===== src/rtl/odo_pkg.sv =====
// Odo round-key sequencer shared types.
// Widths, period count, FSM states and key entry.
package odo_pkg;

  localparam int KEY_W       = 10;
  localparam int PERIOD_W    = 4;
  localparam int NUM_PERIODS = 9;
  localparam int FIFO_DEPTH  = 3;
  localparam int CNT_W       = $clog2(FIFO_DEPTH + 1);

  typedef enum logic [1:0] {
    IDLE,
    RUN,
    DRAIN,
    DONE
  } state_t;

  typedef struct packed {
    logic [KEY_W-1:0]    key;
    logic [PERIOD_W-1:0] index;
  } rk_entry_t;

endpackage


===== src/rtl/odo_round_key_sched_if.sv =====
// Round-key stream from the sequencer
// to the cipher round datapath.
interface odo_round_key_sched_if;
  import odo_pkg::*;

  logic                rk_valid;
  logic                rk_ready;
  logic [KEY_W-1:0]    rk_key;
  logic [PERIOD_W-1:0] rk_index;
  logic                rk_last;

  modport master (
    output rk_valid,
    output rk_key,
    output rk_index,
    output rk_last,
    input  rk_ready
  );

  modport slave (
    input  rk_valid,
    input  rk_key,
    input  rk_index,
    input  rk_last,
    output rk_ready
  );

endinterface


===== src/rtl/odo_rk_fifo.sv =====
// Shift-register key buffer: entry 0 is the
// registered head, push+pop legal when full.
module odo_rk_fifo
  import odo_pkg::*;
(
  input  logic             clk,
  input  logic             rst_n,
  input  logic             flush,
  input  logic             push,
  input  logic             pop,
  input  rk_entry_t        din,
  output rk_entry_t        head,
  output logic [CNT_W-1:0] count
);

  rk_entry_t        mem   [FIFO_DEPTH];
  rk_entry_t        mem_n [FIFO_DEPTH];
  logic [CNT_W-1:0] cnt_n;
  logic [CNT_W-1:0] wr;
  logic             do_pop;
  logic             do_push;

  // Next contents: shift on pop, then write
  // behind the last surviving entry.
  always_comb begin
    do_pop  = pop && (count != '0);
    wr      = count - CNT_W'(do_pop);
    do_push = push && (wr < CNT_W'(FIFO_DEPTH));
    for (int i = 0; i < FIFO_DEPTH; i++) begin
      mem_n[i] = mem[i];
    end
    if (do_pop) begin
      for (int i = 0; i < FIFO_DEPTH - 1; i++) begin
        mem_n[i] = mem[i+1];
      end
    end
    for (int i = 0; i < FIFO_DEPTH; i++) begin
      if (do_push && (wr == CNT_W'(i))) begin
        mem_n[i] = din;
      end
    end
    cnt_n = wr + CNT_W'(do_push);
  end

  // Storage and occupancy; flush empties it.
  always_ff @(posedge clk or negedge rst_n) begin
    if (!rst_n) begin
      count <= '0;
      for (int i = 0; i < FIFO_DEPTH; i++) begin
        mem[i] <= '0;
      end
    end else if (flush) begin
      count <= '0;
    end else begin
      count <= cnt_n;
      for (int i = 0; i < FIFO_DEPTH; i++) begin
        mem[i] <= mem_n[i];
      end
    end
  end

  assign head = mem[0];

endmodule


===== src/rtl/odo_round_key_sched.sv =====
// Walks periods 0..N-1 through the key lookup
// and streams the keys on a valid/ready bus.
module odo_round_key_sched
  import odo_pkg::*;
(
  input  logic                  clk,
  input  logic                  rst_n,
  input  logic                  start,
  input  logic [PERIOD_W-1:0]   num_rounds,
  input  logic                  abort,
  output logic                  busy,
  output logic                  done,
  output logic [PERIOD_W-1:0]   lk_period,
  input  logic [KEY_W-1:0]      lk_key,
  odo_round_key_sched_if.master rk
);

  state_t              state;
  state_t              state_n;
  logic [PERIOD_W-1:0] cnt;
  logic [PERIOD_W-1:0] n_lat;
  logic [PERIOD_W-1:0] n_clamp;
  logic [PERIOD_W-1:0] issue_idx;
  logic                s1_v;
  logic                s2_v;
  logic [PERIOD_W-1:0] s1_idx;
  logic [PERIOD_W-1:0] s2_idx;
  logic [CNT_W-1:0]    fcount;
  logic [2:0]          occ;
  logic                pop;
  logic                issue;
  logic                flush;
  logic                take;
  rk_entry_t           head;
  rk_entry_t           din;

  assign pop  = rk.rk_valid && rk.rk_ready;
  assign take = (state == IDLE) && start && !abort;

  // Clamp the requested count; entries still
  // owed once this cycle's pop retires.
  always_comb begin
    n_clamp = num_rounds;
    if (num_rounds > PERIOD_W'(NUM_PERIODS)) begin
      n_clamp = PERIOD_W'(NUM_PERIODS);
    end
    occ = 3'(fcount) + 3'(s1_v) + 3'(s2_v) - 3'(pop);
    issue_idx = (state == IDLE) ? '0 : cnt;
  end

  // State register.
  always_ff @(posedge clk or negedge rst_n) begin
    if (!rst_n) begin
      state <= IDLE;
    end else begin
      state <= state_n;
    end
  end

  // Next state and issue decision; period 0
  // goes out on the start edge itself.
  always_comb begin
    state_n = state;
    issue   = 1'b0;
    flush   = 1'b0;
    if (abort) begin
      state_n = IDLE;
      flush   = 1'b1;
    end else begin
      unique case (state)
        IDLE: begin
          if (start) begin
            if (n_clamp == '0) begin
              state_n = DONE;
            end else begin
              state_n = RUN;
              issue   = 1'b1;
            end
          end
        end
        RUN: begin
          if (cnt >= n_lat) begin
            state_n = DRAIN;
          end else if (occ < 3'(FIFO_DEPTH)) begin
            issue = 1'b1;
          end
        end
        DRAIN: begin
          if (occ == '0) begin
            state_n = DONE;
          end
        end
        DONE: begin
          state_n = IDLE;
        end
        default: begin
          state_n = IDLE;
        end
      endcase
    end
  end

  // Issue counter, lookup request and the
  // two-stage in-flight tracking pipe.
  always_ff @(posedge clk or negedge rst_n) begin
    if (!rst_n) begin
      cnt       <= '0;
      n_lat     <= '0;
      lk_period <= '0;
      s1_v      <= 1'b0;
      s2_v      <= 1'b0;
      s1_idx    <= '0;
      s2_idx    <= '0;
    end else begin
      if (flush) begin
        s1_v <= 1'b0;
        s2_v <= 1'b0;
      end else begin
        s1_v   <= issue;
        s2_v   <= s1_v;
        s2_idx <= s1_idx;
      end
      if (issue) begin
        lk_period <= issue_idx;
        s1_idx    <= issue_idx;
        cnt       <= issue_idx + PERIOD_W'(1);
      end
      if (take) begin
        n_lat <= n_clamp;
      end
    end
  end

  assign din.key   = lk_key;
  assign din.index = s2_idx;

  odo_rk_fifo u_fifo (
    .clk   (clk),
    .rst_n (rst_n),
    .flush (flush),
    .push  (s2_v),
    .pop   (pop),
    .din   (din),
    .head  (head),
    .count (fcount)
  );

  assign busy        = (state != IDLE);
  assign done        = (state == DONE);
  assign rk.rk_valid = (fcount != '0);
  assign rk.rk_key   = head.key;
  assign rk.rk_index = head.index;
  assign rk.rk_last  = rk.rk_valid &&
                       (head.index == n_lat - PERIOD_W'(1));

endmodule

===== src/flat_wrapper.sv =====
// flat-port wrapper written by rule: the top's interface ports become plain ports
module odo_round_key_sched_flat import odo_pkg::*;
  (clk, rst_n, start, num_rounds, abort, busy, done, lk_period, lk_key, rk_rk_valid, rk_rk_key, rk_rk_index, rk_rk_last, rk_rk_ready);
  odo_round_key_sched_if rk_i ();
  input  logic clk;
  input  logic rst_n;
  input  logic start;
  input  logic [PERIOD_W-1:0] num_rounds;
  input  logic abort;
  output logic busy;
  output logic done;
  output logic [PERIOD_W-1:0] lk_period;
  input  logic [KEY_W-1:0] lk_key;
  output wire logic [$bits(rk_i.rk_valid)-1:0] rk_rk_valid;
  output wire logic [$bits(rk_i.rk_key)-1:0] rk_rk_key;
  output wire logic [$bits(rk_i.rk_index)-1:0] rk_rk_index;
  output wire logic [$bits(rk_i.rk_last)-1:0] rk_rk_last;
  input wire logic [$bits(rk_i.rk_ready)-1:0] rk_rk_ready;
  assign rk_rk_valid = rk_i.rk_valid;
  assign rk_rk_key = rk_i.rk_key;
  assign rk_rk_index = rk_i.rk_index;
  assign rk_rk_last = rk_i.rk_last;
  assign rk_i.rk_ready = rk_rk_ready;
  odo_round_key_sched u_core (.clk(clk), .rst_n(rst_n), .start(start), .num_rounds(num_rounds), .abort(abort), .busy(busy), .done(done), .lk_period(lk_period), .lk_key(lk_key), .rk(rk_i));
endmodule

===== config.mk =====
export PLATFORM = sky130hd
export DESIGN_NAME = odo_round_key_sched_flat
export DESIGN_NICKNAME = d
export VERILOG_FILES = /design/src/rtl/odo_pkg.sv /design/src/rtl/odo_round_key_sched_if.sv /design/src/rtl/odo_rk_fifo.sv /design/src/rtl/odo_round_key_sched.sv /design/src/flat_wrapper.sv
export SDC_FILE = /design/constraint.sdc
export NUM_CORES = 1
export LEC_CHECK = 0
export ABC_AREA = 1
export CAP_MARGIN = 40
export CORE_MARGIN = 5
export CORE_UTILIZATION = 45
export DETAILED_ROUTE_END_ITERATION = 10
export PLACE_DENSITY = 0.7
export SLEW_MARGIN = 0
export SYNTH_ARGS = -nofsm -noshare
export SYNTH_HDL_FRONTEND = slang
export SYNTH_SLANG_ARGS = --single-unit

===== constraint.sdc =====
create_clock -name clk -period 3.09 [get_ports clk]
set_clock_uncertainty 0.15 [all_clocks]
set_input_delay 0.4635 -clock clk [delete_from_list [all_inputs] [get_ports clk]]
set_output_delay 0.4635 -clock clk [all_outputs]
set_load 0.05 [all_outputs]

==> impl_metrics.yaml, run 1 <==
placement:
  dp_hpwl_um: 4850
  portBuffers: 40
  preCtsSetupSlack_ns: 0.000762
  routabilityCongestion: 0.802
  dpl_cell_area_sq_mm: 0.00389
route:
  first_pass_iters: 4
  final_antenna_net_count: 0
  routed-via-count: 2680
  avgRoutedWirePerCell_um: 12.0
  drc_errors: 0
  first_iter_violations: 79
  vias_per_cell: 4.80
  finalWirelength_um: 6720
clock_tree:
  cts_root_buffer: "clkbuf_8"
  clk_latency_ns: 0.33
  max-clock-path-buffers: 2
  cts.htree.levels: 3
  path_clk_slew_ns: 0.08
  cts_tree: "yes"
  postCtsSetupBuffers: 0
  ctsHoldBuffers: 0
  numClockSinks: 64
  cts_made_buffers: 9
global_route:
  grt_max_degree: 35
  grt-ovfl-total: 0
  grt_pass1_vias: 2700
  grt_antenna_before_repair: 0
  grt_usage_pct: 15.0
  grt_pass1_wl_um: 12100
sta:
  slew_headroom_pct: 49.3
  setup_tns_ns: 0
  period_share_pct: 92.3
  fmax_ghz: 0.350
  setup_viol_count_final: 0
  rsz0062_at_grt: "no"
  slew_violations: 0
  layout_setup_ws_ns: 0.236
  fin_crit_ns: 2.85
  worst_slew_pin_slew_ns: 0.760
  hold_violations: 0
finish:
  drive_gt1_share_pct: 9.87
  fin_nets: 485
  area_growth_pct: 16.8
  num_antenna_cells: 0
  fin_util_pct: 53.5
  layout_common_cells: "nand2_1, dfrtp_1, inv_1"
  layout_commonest_cell: "nand2_1"
  final_area_sq_mm: 0.00411
floorplanning:
  start_util_pct: 45.8
  die_area_sq_mm: 0.00969
  chipHeight_um: 98.5
  ioPinCount: 41
  fp-row-count: 32
  die_w_um: 98.5
  core_area_sq_mm: 0.00769
setup_path:
  critPathCaptureType: "flip-flop"
  cp.required_ns: 3.16
  r2r_cells: 14
  critPathKind: "reg2reg"
  path_max_fanout: 9
  worstSetupStartpointType: "flip-flop"
  crit_arrival_ns: 2.93
yosys:
  synth_cell_types: 29
  netlist_instances: 418
  yosys_register_bits: 64
  syn_area_per_cell_sq_um: 8.42
  syn_nets: 452
  synth.cell_area_sq_mm: 0.00352
  synth-seq-area-share_pct: 45.5
  ys_warn_count: 0
worst_hold_path:
  hp-class: "in2async"
flow_run:
  max_cap_viol_count: 0
power:
  p_leak_nw: 1.92
  power_density_mw_per_mm2: 1040
  ir_drop_mv: 0.539
run_status:
  status: "completed"
[cells by family (layout without fill, tap and decap cells)]
logic type      count (synthesis)  in the layout  share of synthesized area (%)
compound gates                 91             91                           15.4
flops                          64             64                           45.5
xor+xnor                        6              6                           1.71
fa+ha+maj                      15             15                           5.76
simple gates                  152            152                           18.4
buf+inv                        90            128                           13.3
[flip-flops by register name, summed over array words and instances (netlist names)]
| name | cells |
|---|---|
| u_core.u_fifo.head | 14 |
| u_core.state | 2 |
| u_core.u_fifo.count | 2 |
| u_core.u_fifo.mem | 28 |
| u_core.s2_v | 1 |
| u_core.cnt | 4 |
| u_core.lk_period | 4 |
| u_core.s1_v | 1 |
| u_core.n_lat | 4 |
| u_core.s2_idx | 4 |
[power breakdown]
part / switching, mW / internal, mW
Sequential: 0.212 / 1.16
Clock: 0.348 / 0.464
Combinational: 1.31 / 0.776
[path summary, 6_finish.rpt]
check | slack, ns | to | start
worst max register to register | 0.24 | u_core.cnt[3] | u_core.u_fifo.count[1]
worst min register to register | 0.33 | u_core.cnt[0] | u_core.cnt[0]
worst min-delay path | 0.05 | u_core.u_fifo.head[4] | rst_n
worst max-delay path | 0.24 | u_core.cnt[3] | u_core.u_fifo.count[1]
max in group asynchronous | 2.01 | u_core.s2_idx[2] | rst_n
min in group clk | 0.33 | u_core.cnt[0] | u_core.cnt[0]
[area by class of cell]
| class | instances | area, sq um |
|---|---|---|
| Multi-Input combinational cell | 264 | 1450 |
| Tap cell | 102 | 128 |
| Sequential cell | 64 | 1600 |
| Timing Repair Buffer | 51 | 477 |
| Fill cell | 738 | 3570 |
| Clock buffer | 9 | 124 |
| Clock inverter | 7 | 104 |
| Inverter | 61 | 229 |
[cell usage after synthesis, drive strengths merged]
cell type,number,area share [%]
nand2,103,11
dfrtp,64,45
inv,61,6.5
o21ai,54,7.7
buf,28,6.6
nor2,24,2.6
a21oi,20,4.1
nand3,18,3.1
o21a,15,3.2
ha,13,4.6
xnor2,4,1.2
nand4,3,0.53
nor3,3,0.57
fa,2,1.1
o22ai,2,0.36
xor2,2,0.50
clkbuf,1,0.14
nor3b,1,0.21
[what timing repair did]
item / 4_1_cts / 5_1_grt
setup endpoints to repair: 1 / 0
resized for setup: 1 / 0
endpoints found under the hold margin: 0 / 0
[stage by stage]
| stage | std cells | hold WS, ns | total power [mW] |
|---|---|---|---|
| finish | 558 | 0.0496 | 4.27 |
| global route | 558 | 0.109 | 4.63 |
| CTS | 558 | 0.0604 | 4.32 |
| detailed placement | 542 | 0.317 | 3.49 |
| global placement | 542 | 0.316 | 3.42 |
| floorplan | 418 | 0.0179 | 3.06 |
[worst max-delay path, stage by stage, from the launching register on]
cell     delay [ns]
dfrtp_1        0.47
inv_1          0.13
nand2_2        0.10
nand2_4        0.07
inv_1          0.04
ha_1           0.28
fa_1           0.38
fa_1           0.50
o21ai_0        0.07
nor2_1         0.10
nand3_1        0.09
nand2_2        0.09
nand2_2        0.12
nand2_1        0.09
nand2_1        0.05
[metal layers]
metal  global-route usage [%]  vias to the layer above  share of wire, %
met5                        0                        -                 0
met4                     6.09                        0               1.5
met3                     3.61                       13               5.8
met2                     23.1                       59                45
met1                     20.5                     1233                48
li1                         -                     1375                 -
Power figures use the tool's default switching activity.
==> inputs of run 2 (changes only) <==
Settings changed: PLACE_DENSITY 0.7 to not set, PLACE_DENSITY_LB_ADDON set to 0.15.
==> run 2 against run 1 <==
Against the previous run:
- cell area fell by 0.33%
- sequential power barely moved
- register-to-register slack improved by 0.03 ns
- first-iteration DRC count fell by 3.8%
==> impl_metrics.yaml, run 2 (synthesized netlist as in run 1, its figures left out) <==
run_status:
  status: "completed"
setup_path:
  rr_endpoint: "u_core.lk_period[3]"
  reg2reg_from: "u_core.u_fifo.count[0]"
  path_buf_inv: 2
  path_max_fanout: 9
  cp.required_ns: 3.16
  crit_family: "adder cells"
  worstSetupStartpointType: "flip-flop"
  crit_slowest_cell: "fa_1"
  critPathCaptureType: "flip-flop"
  crit_arrival_ns: 2.90
  critPathKind: "reg2reg"
  cpMostUsedCell: "nand2_2"
  cp_cell_sequence: "inv_1 > nand2_2 > nand2_4 > inv_1 > ha_1 > fa_1 > fa_1 > o21ai_0 > nor2_1 > nand3_1 > nand2_2 > nand2_2 > nand2_1 > nand2_1"
  slowest_delay_ns: 0.51
  r2r_cells: 14
  rrSetupSlack_ns: 0.27
route:
  drc_errors: 0
  first_iter_violations: 76
  vias_per_cell: 4.66
  final_antenna_net_count: 0
  finalWirelength_um: 6940
  first_pass_iters: 5
  routed-via-count: 2610
  avgRoutedWirePerCell_um: 12.4
finish:
  area_growth_pct: 16.5
  fillers: 739
  num_antenna_cells: 0
  multi_input_area_sq_mm: 0.00145
  seqCellArea_sq_mm: 0.00160
  drive_gt1_share_pct: 10.0
  instances_no_fill: 560
  layout_commonest_cell: "nand2_1"
  largest_register_ffs: 28
  fin_nets: 487
  fin_util_pct: 53.3
  final_area_sq_mm: 0.00410
  layout_common_cells: "nand2_1, dfrtp_1, inv_1"
  regMostFlops: "u_core.u_fifo.mem"
global_route:
  grt_usage_pct: 15.6
  grt_antenna_before_repair: 0
  grt_pass1_wl_um: 12300
  grt_max_degree: 31
  grt-ovfl-total: 0
  grt_pass1_vias: 2659
flow_run:
  max_cap_viol_count: 0
placement:
  dp_hpwl_um: 4760
  dp_cells: 543
  portBuffers: 40
  routabilityCongestion: 0.786
  dpl_cell_area_sq_mm: 0.00389
sta:
  holdWs_ns: 0.338
  hold_violations: 0
  worst_slew_pin_slew_ns: 0.506
  period_share_pct: 91.3
  slew_violations: 0
  slew_headroom_pct: 66.1
  fin_crit_ns: 2.82
  setup_tns_ns: 0
  setup_viol_count_final: 0
  rsz0062_at_grt: "no"
  fmax_ghz: 0.354
floorplanning:
  ioPinCount: 41
  die_area_sq_mm: 0.00969
  core_area_sq_mm: 0.00769
  die_w_um: 98.5
  chipHeight_um: 98.5
  start_util_pct: 45.8
  fp-row-count: 32
power:
  p_sw_mw: 1.84
  power_density_mw_per_mm2: 1020
  switching_share_pct: 44.0
  seqPwrFrac_pct: 32.7
  comb_power_share_pct: 50.1
  p_int_mw: 2.34
  ir_drop_mv: 0.587
  pwr-share-clk_pct: 17.3
  p_leak_nw: 1.92
clock_tree:
  numClockSinks: 64
  cts_tree: "yes"
  path_clk_slew_ns: 0.08
  cts.htree.levels: 3
  ctsResizeCount: 0
  cts_made_buffers: 9
  clk_latency_ns: 0.34
  max-clock-path-buffers: 2
  cts_root_buffer: "clkbuf_8"
worst_hold_path:
  min_to: "u_core.u_fifo.mem[2]"
  hp-class: "reg2reg"
  min_from: "u_core.u_fifo.mem[2]"
  holdPathStages: 2
-- run 2: power by group through the flow --
stage | clock network, mW | logic [mW] | registers [mW]
after CTS | 0.748 | 2.12 | 1.37
after global placement | 0 | 2.06 | 1.38
after floorplan | 0 | 1.69 | 1.37
after global routing | 0.779 | 2.34 | 1.41
final | 0.723 | 2.10 | 1.37
after detailed placement | 0 | 2.10 | 1.38
-- run 2: per-layer routing --
layer	vias to the layer above	routed length (um)	GRT usage, %	share of wire [%]
met5	-	0	0	0
met4	0	103	5.99	1.5
met3	9	306	3.26	4.4
met2	46	3150	25.3	45
met1	1178	3380	20.6	49
li1	1377	-	-	-
-- run 2: how the worst max path moves through the flow --
| stage | startpoint | to | slack [ns] | depth (start not counted) |
|---|---|---|---|---|
| final | u_core.u_fifo.count[0] | u_core.lk_period[3] | 0.27 | 14 |
| after global placement | rk_rk_ready | u_core.lk_period[0] | 0.002 | 13 |
| after CTS | u_core.u_fifo.count[0] | u_core.lk_period[3] | 0.25 | 14 |
| after floorplan | u_core.u_fifo.count[1] | u_core.lk_period[0] | 0.12 | 14 |
| after global routing | u_core.u_fifo.count[0] | u_core.cnt[3] | 0.03 | 14 |
| after detailed placement | rk_rk_ready | u_core.lk_period[3] | -0.05 | 13 |
-- run 2: worst register-to-register path, delay by kind of cell (launching register included) --
family / cells / cell delay [ns]
fa+ha+maj: 3 / 1.17
simple gates: 8 / 0.78
flops: 1 / 0.36
buf+inv: 2 / 0.18
compound gates: 1 / 0.08
-- run 2: per-stage QoR --
stage	setup WS (ns)	total power [mW]
after detailed placement	-0.0490	3.48
final	0.269	4.19
after global routing	0.0326	4.53
after floorplan	0.115	3.06
after global placement	0.00208	3.44
after CTS	0.253	4.24
-- run 2: area by class of cell --
| type | instances | area share, % |
|---|---|---|
| sequential | 64 | 39.1 |
| multi-input combinational | 264 | 35.4 |
| timing repair buffer | 53 | 12.0 |
| inverter | 61 | 5.58 |
| clock buffer | 11 | 3.45 |
| tap | 102 | 3.11 |
| clock inverter | 5 | 1.37 |
-- run 2: timing repair --
item / in CTS / in global routing
hold buffers: 1 / 0
buffers inserted: 0 / 0
hold endpoints to repair: 12 / 0
==> inputs of run 3 (changes only) <==
Settings changed: CAP_MARGIN 40 to not set.
==> results of run 3 <==
No change in the layout: final DEF, timing and power equal those of run 2.
